[src/rtl/riscv_pkg.sv]
// Shared RISC-V execution constants: ALU opcode encodings and index-width helper
// used by the shared-ALU arbiter and its requesters.
package riscv_pkg;

    localparam int ALUOP_W = 4;

    localparam logic [ALUOP_W-1:0] ADD_OP  = 4'h0;
    localparam logic [ALUOP_W-1:0] SUB_OP  = 4'h1;
    localparam logic [ALUOP_W-1:0] AND_OP  = 4'h2;
    localparam logic [ALUOP_W-1:0] OR_OP   = 4'h3;
    localparam logic [ALUOP_W-1:0] XOR_OP  = 4'h4;
    localparam logic [ALUOP_W-1:0] SLL_OP  = 4'h5;
    localparam logic [ALUOP_W-1:0] SRL_OP  = 4'h6;
    localparam logic [ALUOP_W-1:0] SRA_OP  = 4'h7;
    localparam logic [ALUOP_W-1:0] SLT_OP  = 4'h8;
    localparam logic [ALUOP_W-1:0] SLTU_OP = 4'h9;

    // Width of an index into n entries, never below one bit.
    function automatic int idx_w(input int n);
        return (n > 1) ? $clog2(n) : 1;
    endfunction

endpackage

[src/rtl/rr_arbiter.sv]
// Combinational round-robin pick: first set request at or above i_ptr, wrapping
// N-1 -> 0. Produces a one-hot grant plus the granted index.
module rr_arbiter #(
    parameter int N  = 4,
    parameter int IW = riscv_pkg::idx_w(N)
) (
    input  logic [N-1:0]  i_req,
    input  logic [IW-1:0] i_ptr,
    output logic [N-1:0]  o_gnt,
    output logic [IW-1:0] o_idx,
    output logic          o_vld
);

    logic [IW:0]   w_sum;
    logic [IW-1:0] w_cand;

    always_comb begin
        o_gnt  = '0;
        o_idx  = '0;
        o_vld  = 1'b0;
        w_sum  = '0;
        w_cand = '0;
        for (int k = 0; k < N; k++) begin
            w_sum = {1'b0, i_ptr} + (IW+1)'(k);
            if (w_sum >= (IW+1)'(N))
                w_sum = w_sum - (IW+1)'(N);
            w_cand = w_sum[IW-1:0];
            if (!o_vld && i_req[w_cand]) begin
                o_vld         = 1'b1;
                o_gnt[w_cand] = 1'b1;
                o_idx         = w_cand;
            end
        end
    end

endmodule

[src/rtl/alu_arbiter.sv]
// Shares one pipelined ALU among NREQ harts: round-robin issue, one op in flight
// per hart, and a tag pipe that routes each result back to its owner.
module alu_arbiter
    import riscv_pkg::*;
#(
    parameter int NREQ        = 4,
    parameter int DWIDTH      = 32,
    parameter int ALUOP_WIDTH = ALUOP_W,
    parameter int ALU_LATENCY = 1,
    localparam int IW         = idx_w(NREQ)
) (
    input  logic                          clk,
    input  logic                          i_rst_n,
    input  logic [NREQ-1:0]               i_req_valid,
    input  logic [NREQ*DWIDTH-1:0]        i_req_op1,
    input  logic [NREQ*DWIDTH-1:0]        i_req_op2,
    input  logic [NREQ*ALUOP_WIDTH-1:0]   i_req_aluop,
    output logic [NREQ-1:0]               o_req_ready,
    output logic [DWIDTH-1:0]             o_alu_op1,
    output logic [DWIDTH-1:0]             o_alu_op2,
    output logic [ALUOP_WIDTH-1:0]        o_alu_aluop,
    input  logic [DWIDTH-1:0]             i_alu_result,
    output logic                          o_rsp_valid,
    output logic [IW-1:0]                 o_rsp_id,
    output logic [DWIDTH-1:0]             o_rsp_data,
    output logic                          o_idle
);

    // Stage 0 sits alongside the o_alu_* register, then one stage per ALU cycle,
    // so the last stage lines up with i_alu_result.
    localparam int TD = ALU_LATENCY + 1;

    logic [NREQ-1:0]                   r_busy;
    logic [IW-1:0]                     r_ptr;
    logic [TD-1:0]                     r_tag_vld;
    logic [TD-1:0][IW-1:0]             r_tag_id;

    logic [NREQ-1:0][DWIDTH-1:0]       w_op1;
    logic [NREQ-1:0][DWIDTH-1:0]       w_op2;
    logic [NREQ-1:0][ALUOP_WIDTH-1:0]  w_aluop;
    logic [NREQ-1:0]                   w_elig;
    logic [NREQ-1:0]                   w_gnt_raw;
    logic [NREQ-1:0]                   w_gnt;
    logic [NREQ-1:0]                   w_clr;
    logic [IW-1:0]                     w_gidx;
    logic [IW-1:0]                     w_tag_id;
    logic                              w_gvld_raw;
    logic                              w_gvld;

    assign w_op1   = i_req_op1;
    assign w_op2   = i_req_op2;
    assign w_aluop = i_req_aluop;
    assign w_elig  = i_req_valid & ~r_busy;

    rr_arbiter #(.N(NREQ), .IW(IW)) u_rr (
        .i_req (w_elig),
        .i_ptr (r_ptr),
        .o_gnt (w_gnt_raw),
        .o_idx (w_gidx),
        .o_vld (w_gvld_raw)
    );

    // Grants are combinational from i_req_valid, so hold them off during reset.
    assign w_gvld      = w_gvld_raw & i_rst_n;
    assign w_gnt       = w_gnt_raw & {NREQ{i_rst_n}};
    assign w_tag_id    = w_gvld ? w_gidx : '0;
    assign o_req_ready = w_gnt;

    assign o_rsp_valid = r_tag_vld[TD-1];
    assign o_rsp_id    = r_tag_id[TD-1];
    assign o_rsp_data  = o_rsp_valid ? i_alu_result : '0;
    assign o_idle      = ~|r_busy & ~|r_tag_vld;

    always_comb begin
        w_clr = '0;
        if (o_rsp_valid)
            w_clr[o_rsp_id] = 1'b1;
    end

    always_ff @(posedge clk or negedge i_rst_n) begin
        if (!i_rst_n) begin
            r_busy      <= '0;
            r_ptr       <= '0;
            r_tag_vld   <= '0;
            r_tag_id    <= '0;
            o_alu_op1   <= '0;
            o_alu_op2   <= '0;
            o_alu_aluop <= '0;
        end else begin
            // Grant needs ~busy and clear needs busy, so they never hit the same bit.
            r_busy    <= (r_busy & ~w_clr) | w_gnt;
            r_tag_vld <= {r_tag_vld[TD-2:0], w_gvld};
            r_tag_id  <= {r_tag_id[TD-2:0], w_tag_id};
            if (w_gvld) begin
                r_ptr       <= (w_gidx == IW'(NREQ-1)) ? '0 : w_gidx + 1'b1;
                o_alu_op1   <= w_op1[w_gidx];
                o_alu_op2   <= w_op2[w_gidx];
                o_alu_aluop <= w_aluop[w_gidx];
            end else begin
                o_alu_op1   <= '0;
                o_alu_op2   <= '0;
                o_alu_aluop <= '0;
            end
        end
    end

endmodule

[config.mk]
export PLATFORM = sky130hd
export DESIGN_NAME = alu_arbiter
export DESIGN_NICKNAME = d
export VERILOG_FILES = /design/src/rtl/riscv_pkg.sv /design/src/rtl/rr_arbiter.sv /design/src/rtl/alu_arbiter.sv
export SDC_FILE = /design/constraint.sdc
export NUM_CORES = 1
export LEC_CHECK = 0
export BUFFER_PORTS_ARGS = -buffer_cell sky130_fd_sc_hd__buf_2
export CORE_AREA = 2 2 162 164
export CTS_BUF_LIST = sky130_fd_sc_hd__clkbuf_8 sky130_fd_sc_hd__clkbuf_16
export DETAILED_ROUTE_END_ITERATION = 8
export DIE_AREA = 0 0 164 166
export HOLD_SLACK_MARGIN = 0.06
export PLACE_DENSITY = 0.44
export SETUP_SLACK_MARGIN = 0.5
export SLEW_MARGIN = 20
export SYNTH_ARGS = -nofsm -noshare
export SYNTH_HDL_FRONTEND = slang
export SYNTH_SLANG_ARGS = --single-unit
export TNS_END_PERCENT = 5
[constraint.sdc]
create_clock -name clk -period 4.3 [get_ports clk]
set_input_delay 0.43 -clock clk [delete_from_list [all_inputs] [get_ports clk]]
set_output_delay 0.43 -clock clk [all_outputs]
set_load 0.02 [all_outputs]
==> flow_summary_export.csv, run 1 <==
group,metric,value,unit
critical_path,r2r_end,"o_alu_aluop[2]",
drt,via_per_inst,4.68,
drt,vias,5877,
synthesis,syn_area,5440,µm²
power,power.leakage,3.88,nW
clock_tree,cts_buffers,9,
synthesis,ys.flop_type,"dfrtp_1",
place,dpl.cell_count,1236,
critical_path,rr_worst_depth,10,
clock_tree,clock_path_buffers,2,
clock_tree,clkSlewWorstSetupHoldPaths,70,ps
synthesis,synth_fa_ha_area_frac,0.0184,
synthesis,synthMuxAreaShare,0.133,
synthesis,synth-compound-area-share,0.261,
critical_path,crit_path_end_kind,"register",
synthesis,synth.top_cell.area_share,0.368,
clock_tree,root_buffer,"clkbuf_16",
synthesis,syn-instance-count,529,
drt,firstDrtPassIters,7,
place,place_congestion,0.877,
critical_path,cp-start-kind,"register",
power,swShare,0.461,
clock_tree,cts_htree_levels,3,
sta,drv_slew,0,
floorplan,die_w,164,µm
sta,period_share,0.815,
critical_path,max_stage_delay,650,ps
global_route,grt_max_degree,65,
synthesis,synth_common_cells,"dfrtp_1, nor2b_1, mux2i_1, a2111oi_0, a211oi_1",
power,ir_drop,0.000248,V
cells_and_area,fin_nets,1233,
critical_path,worst_ep_required_time,4530,ps
synthesis,synth_top_family_by_area,"compound AO/OA/AOI/OAI gates",
sta,rsz0062_at_grt,"false",
worst_hold_path,min_from,"r_tag_id[0]",
place,dp_hpwl,17600,µm
synthesis,ys_seq_area_frac,0.368,
sta,tns,0,ps
clock_tree,cts.sinks,80,
synthesis,synthArstFlopShare,1.00,
drt,drt_iter0_drc,275,
synthesis,avgSynthCellArea,10.3,µm²
drt,drtAntennaViolNets,0,
synthesis,synth_seq_cells,80,
sta,min_period,3500,ps
synthesis,yosys_warnings,0,
floorplan,coreArea,25600,µm²
critical_path,crit_chain,"inv_2 -> ha_1 -> inv_1 -> o32ai_4 -> o2bb2a_2 -> nor2_4 -> buf_4 -> a2111oi_0 -> buf_4 -> a211oi_1",
clock_tree,cts_tree,"yes",
clock_tree,clk_latency,350,ps
global_route,grt-ovfl-total,0,
critical_path,rrSetupSlack,800,ps
critical_path,worstPathMaxFanout,43,
worst_hold_path,hp-class,"register to register",
power,switchingPower,1.89,mW
global_route,antenna_found_initial,1,
sta,tightest_slew,789,ps
critical_path,cp_slowest_cell,"dfrtp_1",
critical_path,crit_type,"register to register",
cells_and_area,area_growth,51.5,%
power,p_int,2.21,mW
synthesis,yosysTopAreaCell,"dfrtp_1",
sta,setup_viol,0,
power,pwr-share-comb,0.530,
global_route,grt_pass1_vias,6079,
synthesis,synth.most_common_cell,"dfrtp_1",
drt,routed_wl,24100,µm
place,io_buffers,417,
global_route,grt.total_usage,0.170,
worst_hold_path,min_to,"o_rsp_id[0]",
sta,slew_headroom,0.474,
synthesis,synth_nets,847,
cells_and_area,final_core_util,0.322,
cells_and_area,fin_cells,1256,
floorplan,rows,59,
status,status,"finished clean",
power,pwr_density_cell,498,nW/µm²
cells_and_area,drive_above_1_share,0.524,
floorplan,dieArea,27200,µm²
synthesis,synth_area_leaders,"dfrtp_1, mux2i_1, nor2b_1",
synthesis,synth-xor-area-share,0.00322,
cells_and_area,fillers,2708,
synthesis,synth_cell_types,42,
power,p_clk_frac,0.215,
sta,finalHoldViolCount,0,
power,seq_power_share,0.256,
critical_path,crit_top_cell,"buf_4",
global_route,grt_pass1_wl,35200,µm
clock_tree,cts_setup_buffers,0,
sta,fmax,0.285,GHz
sta,final.setup_skew,12.3,ps
floorplan,boundaryPins,418,
floorplan,die_h,166,µm
run,drv_cap,0,
synthesis,synth-simple-area-share,0.160,
synthesis,synth_edf_count,0,
floorplan,start_util,0.213,
critical_path,crit_arrival,3730,ps
drt,drcViolationCount,0,
drt,post_drt_wl_per_cell,19.2,µm
worst_hold_path,hold_depth,0,
critical_path,worstReg2RegStart,"r_ptr[0]",
## layout by cell type, fill, tap and decap left out, drive strengths merged, types with 3 or more instances in the layout
cell type | synthesis | layout
nor3 | 9 | 9
ha | 8 | 8
and2 | 34 | 34
o21ai | 10 | 10
a211oi | 68 | 68
nor2b | 72 | 72
mux2i | 68 | 68
nand2 | 9 | 9
buf | 31 | 431
o211ai | 4 | 4
clkbuf | 28 | 11
dfrtp | 80 | 80
nor2 | 3 | 3
inv | 6 | 7
nand2b | 5 | 5
o221a | 1 | 3
a222oi | 4 | 4
a2111oi | 68 | 68
## cells by family (layout without fill, tap and decap cells)
family | after synthesis | after routing
adders and majority gates | 8 | 8
AOI/OAI and AO/OA | 162 | 164
and+or+nand+nor | 142 | 142
muxes | 70 | 70
DFF | 80 | 80
other | 0 | 1
buffers and inverters | 65 | 454
xor gates and xnor gates | 2 | 2
## power by group through the flow
stage	sequential [mW]	clock [mW]	combinational, mW
finish	1.05	0.880	2.17
global route	1.08	0.938	2.37
CTS	1.05	0.912	2.18
detailed placement	1.06	0	2.14
global placement	1.06	0	2.15
floorplan	1.24	0	1.17
## metal layers
layer,vias to the layer above,track usage,wire (µm),share of wire
li1,2818,-,-,-
met1,2760,0.195,9590,0.40
met2,276,0.311,12300,0.51
met3,23,0.0365,1780,0.074
met4,0,0.0534,427,0.018
met5,-,0,0,0
## metrics by stage
stage	hold WS, ps	instance area [µm²]	power, mW	worst slack (ps)
finish	351	8250	4.10	797
detailed placement	337	7850	3.20	315
floorplan	134	5440	2.41	1510
CTS	353	8230	4.15	552
global placement	333	7850	3.21	432
global route	356	8240	4.38	479
## state kept, by name, indices dropped and copies added (netlist names)
name         count
o_alu_op2       32
r_tag_vld        2
r_tag_id         2
r_busy           4
o_alu_op1       32
o_alu_aluop      4
o_rsp_id         2
r_ptr            2
## layout make-up
class	count	area [µm²]	share of cell area
antenna	1	2.50	0.000303
clock buffer	11	253	0.0307
clock inverter	5	80.1	0.00971
inverter	6	22.5	0.00273
multi-input combinational	386	3210	0.389
sequential	80	2000	0.243
tap	335	419	0.0508
timing repair buffer	432	2250	0.273
## worst max path at each step
stage | startpoint | to | slack (ps) | cells after the start
after floorplan | r_ptr[0] | o_alu_op2[22] | 1510 | 10
after global placement | r_ptr[0] | o_alu_op1[0] | 430 | 9
after detailed placement | r_ptr[0] | o_alu_op1[0] | 310 | 9
after CTS | r_ptr[1] | o_alu_op1[0] | 550 | 9
after global routing | r_ptr[0] | o_req_ready[2] | 480 | 9
final | r_ptr[0] | o_alu_aluop[2] | 800 | 10
## critical path: cells and delay by family (launching register included)
family | cells | cell delay [ps]
fa+ha+maj | 1 | 430
flops | 1 | 650
simple gates | 1 | 120
buf+inv | 4 | 970
compound gates | 4 | 1180
## timing repair
item	4_1_cts	5_1_grt
cloned	2	0
resized for setup	2	3
setup endpoints to repair	1	45
pin swaps	0	0
endpoints found under the hold margin	26	0
hold buffers	1	0
No activity file was read; power rests on OpenSTA's default activity.
==> run 2: changes to the inputs <==
--- a/config.mk
+++ b/config.mk
@@ -5,13 +5,14 @@
 export SDC_FILE = /design/constraint.sdc
 export NUM_CORES = 1
 export LEC_CHECK = 0
+export ABC_AREA = 1
 export BUFFER_PORTS_ARGS = -buffer_cell sky130_fd_sc_hd__buf_2
-export CORE_AREA = 2 2 162 164
+export CORE_AREA = 2 2 160 162
 export CTS_BUF_LIST = sky130_fd_sc_hd__clkbuf_8 sky130_fd_sc_hd__clkbuf_16
 export DETAILED_ROUTE_END_ITERATION = 8
-export DIE_AREA = 0 0 164 166
+export DIE_AREA = 0 0 162 164
 export HOLD_SLACK_MARGIN = 0.06
-export PLACE_DENSITY = 0.44
+export PLACE_DENSITY = 0.51
 export SETUP_SLACK_MARGIN = 0.5
 export SLEW_MARGIN = 20
 export SYNTH_ARGS = -nofsm -noshare
==> constraint.sdc (replaced) <==
create_clock -name clk -period 3.4 [get_ports clk]
set_input_delay 0.34 -clock clk [delete_from_list [all_inputs] [get_ports clk]]
set_output_delay 0.34 -clock clk [all_outputs]
set_load 0.02 [all_outputs]
==> run 2 against run 1 <==
Die area fell by 2.4%. Critical path type is now register to primary output. Via count up 43%. Largest cell class unchanged. Final area rose by 16%. Critical endpoint is now o_req_ready[0]. Non-clock buffer count increased by 10. Clock power rose by 25%. Combinational power rose to 4.7 times the previous value. Clock skew is 1.9 ps higher. Wire length grew 17%. First-iteration DRC count grew 130%. Largest power group unchanged. Highest routed layer unchanged. Global-route usage up 3.3 points.
==> flow_summary_export.csv, run 2 <==
group,metric,value,unit
sta,rsz0062_at_grt,"false",
power,pwr-share-comb,0.797,
power,swShare,0.583,
cells_and_area,fin_nets,1781,
critical_path,crit_type,"register to primary output",
global_route,grt-ovfl-total,0,
critical_path,crit_top_cell,"inv_1",
critical_path,crit_path_end_kind,"primary output",
power,seq_power_share,0.118,
worst_hold_path,hp-class,"primary input to register",
sta,tns,0,ps
drt,drcViolationCount,0,
place,dp_hpwl,20100,µm
sta,slew_headroom,0.326,
floorplan,rows,58,
place,io_buffers,417,
global_route,grt.total_usage,0.203,
critical_path,path_delay_family,"simple AND/OR/NAND/NOR gates",
floorplan,coreArea,24800,µm²
place,place_ws,293,ps
sta,period_share,0.785,
clock_tree,clock_path_buffers,2,
floorplan,die_h,164,µm
critical_path,cp-start-kind,"register",
power,pwr_density_cell,1360,nW/µm²
critical_path,worstPathMaxFanout,10,
global_route,grt_pass1_wl,42700,µm
synthesis,synth_cell_types,21,
sta,drv_slew,0,
critical_path,path_buf_inv,4,
floorplan,start_util,0.272,
power,p_int,5.39,mW
synthesis,syn-instance-count,1096,
drt,via_per_inst,4.69,
drt,post_drt_wl_per_cell,15.7,µm
clock_tree,root_buffer,"clkbuf_16",
sta,finalHoldViolCount,0,
critical_path,cp_slowest_cell,"dfrtp_2",
power,switchingPower,7.53,mW
synthesis,avgSynthCellArea,6.15,µm²
drt,firstDrtPassIters,5,
clock_tree,cts_htree_levels,3,
synthesis,synth_seq_cells,80,
critical_path,crit_arrival,2330,ps
cells_and_area,antenna_cells,0,
synthesis,syn_area,6740,µm²
drt,routed_wl,28200,µm
power,power.leakage,6.25,nW
drt,vias,8433,
global_route,antenna_found_initial,2,
power,power,12.9,mW
synthesis,synth.most_common_cell,"inv_1",
sta,tightest_slew,1010,ps
drt,drtAntennaViolNets,0,
synthesis,yosysTopAreaCell,"dfrtp_1",
synthesis,ys.flop_type,"dfrtp_1",
synthesis,synth_nets,1414,
clock_tree,clkSlewWorstSetupHoldPaths,80,ps
clock_tree,cts_buffers,9,
cells_and_area,drive_above_1_share,0.334,
floorplan,die_w,162,µm
sta,fmax,0.375,GHz
critical_path,crit_chain,"inv_4 -> ha_1 -> inv_1 -> nand3_1 -> nand2_2 -> nand4_2 -> o21ai_1 -> nand2_1 -> inv_1 -> buf_2",
cells_and_area,final_common_cell,"buf_2",
synthesis,synthArstFlopShare,1.00,
synthesis,synth_common_cells,"inv_1, nand2_1, nand3_1, nand4_1, dfrtp_1",
global_route,grt_max_degree,77,
clock_tree,cts_tree,"yes",
synthesis,ys_seq_area_frac,0.297,
critical_path,worst_ep_required_time,3060,ps
run,drv_cap,0,
cells_and_area,area_growth,41.3,%
global_route,grt_pass1_vias,7934,
critical_path,max_stage_delay,430,ps
power,ir_drop,0.000826,V
cells_and_area,reg.largest.list,"o_alu_op1 (32), o_alu_op2 (32)",
status,status,"finished clean",
power,p_clk_frac,0.086,
clock_tree,cts.sinks,80,
synthesis,synth_area_leaders,"dfrtp_1, inv_1, nand4_1",
synthesis,synth_edf_count,0,
place,place_congestion,0.860,
synthesis,yosys_warnings,0,
sta,min_period,2670,ps
sta,final.setup_skew,14.2,ps
sta,setup_viol,0,
drt,drt_iter0_drc,626,
floorplan,dieArea,26600,µm²
synthesis,synth.top_cell.area_share,0.297,
sta,fin_ws,732,ps
cells_and_area,final_cell_mix,"buf_2, inv_1, nand2_1",
floorplan,boundaryPins,418,
clock_tree,clk_latency,350,ps
-- run 2: changes by cell type after synthesis, sizes merged, moves of 72 or more --
cell,delta
nand4,+140
nor2b,-72
nand3,+155
nand2,+195
a21oi,+72
inv,+322
-- run 2: path summary, 6_finish.rpt --
kind / depth (start not counted) / end / slack, ps / start
min in group asynchronous: 2 / o_rsp_id[1] / 550 / i_rst_n
min: 5 / o_alu_op1[17] / 320 / i_req_op1[17]
max: 10 / o_req_ready[0] / 730 / r_ptr[0]
max reg2reg: 12 / o_alu_aluop[3] / 790 / r_ptr[0]
min reg2reg: 0 / o_rsp_id[0] / 350 / r_tag_id[0]
max in group asynchronous: 3 / o_alu_op2[10] / 1750 / i_rst_n
-- run 2: power by group through the flow --
stage / clock network (mW) / logic [mW] / registers [mW]
2_1_floorplan: 0 / 7.06 / 1.85
3_3_place_gp: 0 / 9.86 / 1.56
3_5_place_dp: 0 / 9.86 / 1.56
4_1_cts: 1.14 / 10.3 / 1.53
5_1_grt: 1.18 / 11.5 / 1.56
6_report: 1.10 / 10.3 / 1.52
-- run 2: logic make-up after synthesis --
logic type                 share of synthesized area
adders and majority gates                     0.0148
AOI/OAI and AO/OA                             0.0698
and+or+nand+nor                                0.372
buffers and inverters                          0.246
DFF                                            0.297
-- run 2: stage by stage --
stage                     cells  instance area (µm²)  hold slack [ps]  utilization
after floorplan            1096                 6740             44.4            -
after CTS                  1796                 9500              310        0.383
after detailed placement   1774                 9080              339        0.366
final                      1798                 9530              324        0.384
after global routing       1798                 9530              332        0.384
after global placement     1774                 9080              334        0.366
-- run 2: final cells by class --
type	instances	area, µm²
flip-flops and latches	80	2000
clock buffers	10	239
multi-input cells	602	3130
inverters	328	1240
well taps	330	413
fillers	2759	15300
repair buffers	442	2420
clock inverters	6	91.3
-- run 2: per-layer routing --
layer / vias to the layer above / GRT usage / wire (µm)
met2: 382 / 0.355 / 13800
li1: 4155 / - / -
met4: 0 / 0.0825 / 879
met3: 52 / 0.0402 / 2230
met1: 3844 / 0.243 / 11200
met5: - / 0 / 0
-- run 2: worst min-delay path: stages --
cell and delay (ps):
buf_2 100, inv_1 40, nand2_1 40, nand3_1 50
a21oi_1 60
-- run 2: timing repair --
action	in CTS	in global routing
pin swaps	1	0
buffers inserted	3	2
hold buffers	1	0
hold endpoints to repair	37	0
gates resized for setup	3	6
cloned	2	0
setup endpoints to repair	74	73
==> run 3: changes to the inputs <==
--- a/config.mk
+++ b/config.mk
@@ -5,14 +5,14 @@
 export SDC_FILE = /design/constraint.sdc
 export NUM_CORES = 1
 export LEC_CHECK = 0
-export ABC_AREA = 1
+export ABC_AREA = 0
 export BUFFER_PORTS_ARGS = -buffer_cell sky130_fd_sc_hd__buf_2
-export CORE_AREA = 2 2 160 162
+export CORE_AREA = 2 2 162 164
 export CTS_BUF_LIST = sky130_fd_sc_hd__clkbuf_8 sky130_fd_sc_hd__clkbuf_16
 export DETAILED_ROUTE_END_ITERATION = 8
-export DIE_AREA = 0 0 162 164
+export DIE_AREA = 0 0 164 166
 export HOLD_SLACK_MARGIN = 0.06
-export PLACE_DENSITY = 0.51
+export PLACE_DENSITY = 0.46
 export SETUP_SLACK_MARGIN = 0.5
 export SLEW_MARGIN = 20
 export SYNTH_ARGS = -nofsm -noshare
==> constraint.sdc (replaced) <==
create_clock -name clk -period 2.27 [get_ports clk]
set_input_delay 0.227 -clock clk [delete_from_list [all_inputs] [get_ports clk]]
set_output_delay 0.227 -clock clk [all_outputs]
set_load 0.02 [all_outputs]
==> run 3 against run 2 <==
The flow now finishes with violations (setup timing). Register-to-register slack lost 1100 ps. Highest routed layer unchanged. Sequential share of layout area shrank 0.35 points. Combinational power shrank 41%. Core utilization shrank 0.50 points. Largest power group unchanged. Largest cell class unchanged. Total power shrank 27%.
==> flow_summary_export.csv, run 3 (synthesis results as in run 1) <==
group,metric,value,unit
global_route,grt.total_usage,0.169,
sta,setup_viol,72,
floorplan,start_util,0.213,
drt,firstDrtPassIters,5,
power,swShare,0.439,
power,p_int,5.32,mW
cells_and_area,seq_area,2010,µm²
power,pwr_density_cell,978,nW/µm²
clock_tree,root_buffer,"clkbuf_16",
worst_hold_path,hp-class,"primary input to asynchronous set/reset pin",
drt,post_drt_wl_per_cell,17.9,µm
critical_path,crit_chain,"inv_8 -> ha_4 -> inv_1 -> o32ai_2 -> o221a_4 -> buf_12 -> buf_12 -> nor2b_1 -> a2111oi_1 -> a211oi_1",
cells_and_area,reg.largest.list,"o_alu_op1 (32), o_alu_op2 (32)",
sta,fin_ws,-313,ps
sta,drv_slew,0,
cells_and_area,multi_input_area,3780,µm²
clock_tree,clock_path_buffers,2,
global_route,grt_max_degree,43,
clock_tree,clk_latency,350,ps
cells_and_area,fillers,2624,
drt,drtAntennaViolNets,0,
place,dpl.cell_count,1317,
floorplan,coreArea,25600,µm²
critical_path,crit_type,"register to register",
critical_path,crit_top_cell,"buf_12",
critical_path,crit_path_end_kind,"register",
cells_and_area,fin_nets,1319,
drt,drcViolationCount,0,
critical_path,worstReg2RegStart,"r_ptr[0]",
sta,tns,-16680,ps
place,place_ws,-459,ps
critical_path,cp-start-kind,"register",
power,switchingPower,4.16,mW
clock_tree,cts_tree,"yes",
clock_tree,cts_buffers,9,
run,drv_cap,0,
cells_and_area,drive_above_1_share,0.624,
global_route,grt-ovfl-total,0,
clock_tree,clkSlewWorstSetupHoldPaths,70,ps
drt,vias,6186,
global_route,grt_pass1_wl,35500,µm
clock_tree,cts_htree_levels,3,
cells_and_area,area_growth,78.3,%
drt,via_per_inst,4.61,
status,status,"complete, but fails checks",
place,place_congestion,0.838,
global_route,antenna_found_initial,2,
critical_path,worstPathMaxFanout,24,
power,p_clk_frac,0.152,
place,io_buffers,417,
critical_path,critPathLaunch,"r_ptr[0]",
sta,period_share,1.14,
global_route,grt_pass1_vias,6394,
floorplan,die_w,164,µm
sta,slew_headroom,0.587,
sta,min_period,2580,ps
power,pwr-share-comb,0.644,
floorplan,rows,59,
power,ir_drop,0.000376,V
cells_and_area,fin_cells,1341,
critical_path,worst_ep_required_time,2490,ps
floorplan,die_h,166,µm
cells_and_area,final_core_util,0.379,
drt,drt_iter0_drc,214,
critical_path,max_stage_delay,460,ps
cells_and_area,final_common_cell,"buf_2",
drt,routed_wl,24000,µm
sta,finalHoldViolCount,0,
power,seq_power_share,0.204,
floorplan,dieArea,27200,µm²
status,violations,"setup timing",
critical_path,crit_arrival,2800,ps
sta,fmax,0.387,GHz
cells_and_area,final_cell_mix,"buf_2, buf_4, dfrtp_1",
sta,rsz0062_at_grt,"true",
place,dp_hpwl,19200,µm
floorplan,boundaryPins,418,
clock_tree,cts.sinks,80,
critical_path,cp_slowest_cell,"dfrtp_2",
sta,tightest_slew,620,ps
power,power.leakage,4.45,nW
sta,final.setup_skew,10.3,ps
## run 3: cell count changes in the layout (fill, tap and decap cells not counted), sizes merged, moves of 68 or more
cell and delta:
nor2b +72, a211oi +68, nand2 -195, mux2i +68
inv -322, a21oi -72, nand3 -156, buf +79
a2111oi +68, nand4 -140
## run 3: path summary, 6_finish.rpt
path / to / depth (start not counted) / slack [ps]
max in group asynchronous: r_ptr[0] / 3 / 1310
min: o_alu_op1[0] / 2 / 30
min reg2reg: o_rsp_id[1] / 0 / 350
max: o_alu_op2[9] / 10 / -310
max reg2reg: o_alu_op2[9] / 10 / -310
min in group clk: o_alu_op1[27] / 3 / 210
## run 3: power by group through the flow
stage / Clock [mW] / Combinational [mW] / Sequential, mW
after global placement: 0 / 5.66 / 1.95
after CTS: 1.51 / 6.03 / 1.93
final: 1.44 / 6.11 / 1.93
after detailed placement: 0 / 5.64 / 1.95
after global routing: 1.56 / 6.56 / 1.97
after floorplan: 0 / 2.75 / 2.35
## run 3: layout make-up
cell class                 count  area share
multi-input combinational    384       0.389
timing repair buffer         520       0.328
sequential                    80       0.207
tap                          335      0.0432
clock buffer                  11      0.0260
inverter                       6     0.00309
clock inverter                 4     0.00297
antenna                        1    0.000258
## run 3: critical path, delay by kind of cell, from the launching register on
family | cells | cell delay (ps)
buf+inv | 4 | 540
flops | 1 | 460
compound gates | 4 | 1090
simple gates | 1 | 70
fa+ha+maj | 1 | 290
## run 3: metrics by stage
stage | hold WS, ps | instance area (µm²) | power (mW)
after CTS | 8.93 | 9590 | 9.48
after floorplan | -68.6 | 5900 | 5.10
after global routing | 78.1 | 9700 | 10.1
after global placement | 336 | 9040 | 7.61
final | 28.6 | 9710 | 9.49
after detailed placement | 336 | 9040 | 7.59
## run 3: routing by layer
metal | up-vias | routed length, µm | share of wire | global-route usage
met5 | - | 0 | 0 | 0
met4 | 0 | 279 | 0.012 | 0.0389
met3 | 16 | 1620 | 0.067 | 0.0335
met2 | 271 | 12600 | 0.53 | 0.317
met1 | 2906 | 9460 | 0.39 | 0.196
li1 | 2993 | - | - | -
## run 3: what timing repair did
item / CTS / global route
endpoints found under the setup margin: 95 / 81
buffers inserted: 7 / 0
hold endpoints to repair: 70 / 16
resized for setup: 77 / 31
pin swaps: 26 / 6
